**src/rtl/pc_jump_ctrl.sv**
```systemverilog
// Branch/jump redirect controller feeding the fetch PC jump mux.
// Optional redirect/stall counters are enabled with `define PC_JUMP_STAT_EN.
module pc_jump_ctrl #(
  parameter int unsigned PC_WIDTH = 16
) (
  input  logic                clk,
  input  logic                rst_n,
  input  logic                ex_valid,
  input  logic                ex_branch,
  input  logic                ex_jump,
  input  logic                ex_cond,
  input  logic [PC_WIDTH-1:0] ex_target,
  input  logic                if_stall,
`ifdef PC_JUMP_STAT_EN
  input  logic                stat_clr,
  output logic [31:0]         jump_cnt,
  output logic [31:0]         stall_cnt,
`endif
  output logic                PC_jump_op,
  output logic [PC_WIDTH-1:0] PC_jump,
  output logic                flush_if,
  output logic                flush_id,
  output logic                jump_pending
);

  localparam logic PC_JUMP_ENABLE  = 1'b1;
  localparam logic PC_JUMP_DISABLE = 1'b0;

  typedef enum logic [0:0] {StIdle, StRedirect} state_e;

  state_e              r_state;
  state_e              w_state_d;
  logic [PC_WIDTH-1:0] r_pc_jump;
  logic                w_take;
  logic                w_capture;
  logic                w_stall_hit;

  assign w_take      = ex_valid & (ex_jump | (ex_branch & ex_cond));
  // EX inputs only matter in IDLE; in REDIRECT they are wrong-path.
  assign w_capture   = (r_state == StIdle) & w_take;
  assign w_stall_hit = (r_state == StRedirect) & if_stall;

  always_ff @(posedge clk or negedge rst_n) begin
    if (!rst_n) begin
      r_state <= StIdle;
    end else begin
      r_state <= w_state_d;
    end
  end

  always_comb begin
    w_state_d = r_state;
    unique case (r_state)
      StIdle:     if (w_take) w_state_d = StRedirect;
      StRedirect: if (!if_stall) w_state_d = StIdle;
      default:    w_state_d = StIdle;
    endcase
  end

  // Outputs decode the state register only, so they never glitch from inputs.
  always_comb begin
    PC_jump_op   = PC_JUMP_DISABLE;
    flush_if     = 1'b0;
    flush_id     = 1'b0;
    jump_pending = 1'b0;
    if (r_state == StRedirect) begin
      PC_jump_op   = PC_JUMP_ENABLE;
      flush_if     = 1'b1;
      flush_id     = 1'b1;
      jump_pending = 1'b1;
    end
  end

  always_ff @(posedge clk or negedge rst_n) begin
    if (!rst_n) begin
      r_pc_jump <= '0;
    end else if (w_capture) begin
      r_pc_jump <= ex_target;
    end
  end

  assign PC_jump = r_pc_jump;

`ifdef PC_JUMP_STAT_EN
  logic [31:0] r_jump_cnt;
  logic [31:0] r_stall_cnt;

  always_ff @(posedge clk or negedge rst_n) begin
    if (!rst_n) begin
      r_jump_cnt  <= '0;
      r_stall_cnt <= '0;
    end else if (stat_clr) begin
      r_jump_cnt  <= '0;
      r_stall_cnt <= '0;
    end else begin
      if (w_capture)   r_jump_cnt  <= r_jump_cnt + 32'd1;
      if (w_stall_hit) r_stall_cnt <= r_stall_cnt + 32'd1;
    end
  end

  assign jump_cnt  = r_jump_cnt;
  assign stall_cnt = r_stall_cnt;
`else
  logic w_unused;
  assign w_unused = w_stall_hit;
`endif

endmodule

```
**config.mk**
```make
export PLATFORM = sky130hd
export DESIGN_NAME = pc_jump_ctrl
export DESIGN_NICKNAME = d
export VERILOG_FILES = /design/src/rtl/pc_jump_ctrl.sv
export SDC_FILE = /design/constraint.sdc
export NUM_CORES = 1
export LEC_CHECK = 0
export CAP_MARGIN = 20
export CORE_MARGIN = 1.5
export CORE_UTILIZATION = 37
export CTS_CLUSTER_DIAMETER = 50
export CTS_CLUSTER_SIZE = 12
export DETAILED_ROUTE_END_ITERATION = 12
export PLACE_DENSITY_LB_ADDON = 0.05
export SLEW_MARGIN = 20
export SYNTH_ARGS = -nofsm -noshare
export SYNTH_HDL_FRONTEND = slang
export SYNTH_SLANG_ARGS = --single-unit
```
**constraint.sdc**
```tcl
create_clock -name clk -period 4.1 [get_ports clk]
set_input_delay 0.41 -clock clk [delete_from_list [all_inputs] [get_ports clk]]
set_output_delay 0.41 -clock clk [all_outputs]
set_load 0.01 [all_outputs]
```
==> flow_summary.json <==
{
  "final-hold-violation-count": 0,
  "max-vdd-ir-drop_mv": 0.299,
  "post_cts_buffers": 0,
  "syn_area_per_cell_sq_um": 16.9,
  "diodes": 0,
  "worstHoldPathType": "reg2reg",
  "post_cts_resized": 0,
  "insertion_delay_ns": 0.28,
  "placement.cell_area_sq_um": 1090,
  "critPathCaptureType": "flip-flop",
  "power_report.internal_total_uw": 369,
  "dp.final_hpwl_um": 981,
  "via_per_inst": 4.41,
  "worstPathArrival_ns": 2.04,
  "area_delta_synth_final_pct": 65.9,
  "min_period_ns": 1.87,
  "p_leak_nw": 0.455,
  "ys.warnings.count": 0,
  "die_w_um": 45.7,
  "rr_worst_depth": 2,
  "final-setup-viol-count": 0,
  "yosys_register_bits": 17,
  "tritoncts.num_buffers": 3,
  "cp_slowest_cell": "sky130_fd_sc_hd__nor3b_4",
  "synth_cells": 40,
  "critPathMaxStageDelay_ns": 0.66,
  "critical_path_class": "in2reg",
  "finalCritPeriodShare": 0.455,
  "synth_edf_count": 0,
  "grt_start_max_net_pins": 18,
  "die_area_sq_um": 2090,
  "cts_hold_buffers": 0,
  "drv_slew": 0,
  "synth_area_leaders": "sky130_fd_sc_hd__dfrtp_1, sky130_fd_sc_hd__mux2_2, sky130_fd_sc_hd__buf_4",
  "final_design_area_no_fill_sq_um": 1120,
  "core_area_sq_um": 1730,
  "clockBufferDepth": 2,
  "postSynth.asyncResetShare": 1.00,
  "count_of_nets_left_with_antenna_violations_after_detail_routing": 0,
  "max-slew-margin-rel": 0.464,
  "grt_setup_unrepaired": "no",
  "hold_depth": 1,
  "clkTransAtPathRegs_ns": 0.10,
  "layout.filler_cells": 145,
  "grt_pass1_wl_mm": 1.74,
  "r2r_setup_slack_ns": 2.39,
  "synth.yosys.seq_area_share": 0.630,
  "max-cap-violations": 0,
  "grtUsageTotal": 0.120,
  "max_freq_ghz": 0.536,
  "post-route-drc-count": 0,
  "grt_antenna_before_repair": 0,
  "power.share.clock": 0.173,
  "cell_area_synth_sq_um": 676,
  "synth-main-ff-cell": "sky130_fd_sc_hd__dfrtp_1",
  "cp-start-kind": "input port",
  "vias_after_detailed_routing": 472,
  "tns_ns": 0,
  "share_of_total_power_in_sequential_cells": 0.459,
  "fp-row-count": 15,
  "net_count_reported_at_finish": 106,
  "seq_area_sq_um": 425,
  "finalWirelength_mm": 1.28,
  "clock-root-buffer": "sky130_fd_sc_hd__clkbuf_4",
  "comb_power_share": 0.368,
  "timing.critical_path.required_ns": 4.27,
  "cts.sink_count": 17,
  "place_congestion": 0.623,
  "placement.io_buffers": 42,
  "p_switching_uw": 131,
  "critical_path.top_delay_family": "simple AND/OR/NAND/NOR gates",
  "crit_path_cell_trace": "clkdlybuf4s50_1 > a21oi_2 > nor3b_4 > mux2_2",
  "netlist_top_cells_count": "sky130_fd_sc_hd__dfrtp_1, sky130_fd_sc_hd__mux2_2, sky130_fd_sc_hd__buf_4",
  "detailedRoute.firstPassIterationCount": 2,
  "synth.top_cell.area_share": 0.630,
  "initial_cell_density_of_the_core": 0.391,
  "worstMarginPinSlew_ns": 0.803,
  "outcome": "finished, final reports clean",
  "power_uw": 500,
  "io-pin-count": 43,
  "finish.utilization": 0.649,
  "worstPathMaxFanout": 17,
  "syn_nets": 63,
  "cts.htree.levels": 1,
  "final.hold.worst_slack_ns": 0.512,
  "drt-initial-drc-count": 1,
  "first_global_vias": 393,
  "post_synth_num_cell_types": 7,
  "final_clock_skew_ns": 0.00714,
  "grt_overflow_total": 0,
  "cp_num_cells": 4,
  "top_count_cell_post_synth": "sky130_fd_sc_hd__dfrtp_1",
  "die_y_um": 45.7,
  "powerDensity_nw_per_um2": 446,
  "ratio_of_cells_with_drive_above_1_in_the_final_layout": 0.280,
  "synth_top_cell_by_area": "sky130_fd_sc_hd__dfrtp_1",
  "routedWlPerCell_um": 12.0,
  "power.share.switching": 0.262,
  "tritoncts": "yes",
  "path_buf_inv": 1,
  "multi_input_area_sq_um": 216
}
sequential cells by signal, indices dropped and copies added (netlist names):
| register | count |
|---|---|
| r_state | 1 |
| PC_jump | 16 |
kinds of logic (layout without fill, tap and decap cells):
group,Yosys count,count (layout),share of synthesized area
buffers and inverters,4,46,0.0500
AND/OR/NAND/NOR,1,1,0.0278
multiplexers,16,16,0.267
flip-flops,17,17,0.630
AO/OA/AOI/OAI,2,2,0.0259
per-layer routing:
layer  up-vias  part of all wire  GRT usage
met5         -                 0          0
li1        225                 -          -
met2        26              0.44      0.180
met4         0                 0     0.0343
met1       221              0.45      0.157
met3         0              0.11     0.0556
metrics by stage:
step                      setup WS, ns  std cells
after floorplan                   2.63         40
after global placement            1.92        103
after detailed placement          1.89        103
after CTS                         2.21        107
after global routing              2.20        107
final                             2.23        107
power groups by stage:
| stage | registers, mW | logic (mW) | clock network [mW] |
|---|---|---|---|
| after floorplan | 0.251 | 0.0544 | 0 |
| after global placement | 0.232 | 0.184 | 0 |
| after detailed placement | 0.234 | 0.186 | 0 |
| after CTS | 0.230 | 0.186 | 0.0905 |
| after global routing | 0.234 | 0.196 | 0.100 |
| final | 0.229 | 0.184 | 0.0866 |
cell type report:
type                            count  area share
Sequential cell                    17       0.379
Timing Repair Buffer               42       0.375
Multi-Input combinational cell     19       0.193
Tap cell                           25      0.0279
Clock buffer                        3      0.0201
Clock inverter                      1     0.00446
final timing paths:
path	startpoint	to
setup / recovery	ex_branch	PC_jump[2]
hold / removal	PC_jump[14]	PC_jump[14]
setup reg to reg	r_state	PC_jump[2]
hold reg to reg	PC_jump[14]	PC_jump[14]
max in group asynchronous	rst_n	PC_jump[1]
min in group asynchronous	rst_n	PC_jump[13]
cells in the final DEF, fill, tap and decap left out:
| master | instances |
|---|---|
| sky130_fd_sc_hd__mux2_2 | 16 |
| sky130_fd_sc_hd__a21oi_2 | 1 |
| sky130_fd_sc_hd__clkbuf_4 | 3 |
| sky130_fd_sc_hd__a21o_2 | 1 |
| sky130_fd_sc_hd__dfrtp_1 | 17 |
| sky130_fd_sc_hd__nor3b_4 | 1 |
| sky130_fd_sc_hd__clkinv_2 | 1 |
| sky130_fd_sc_hd__clkdlybuf4s50_1 | 42 |
Note: power is estimated with default switching activity, not from simulation.
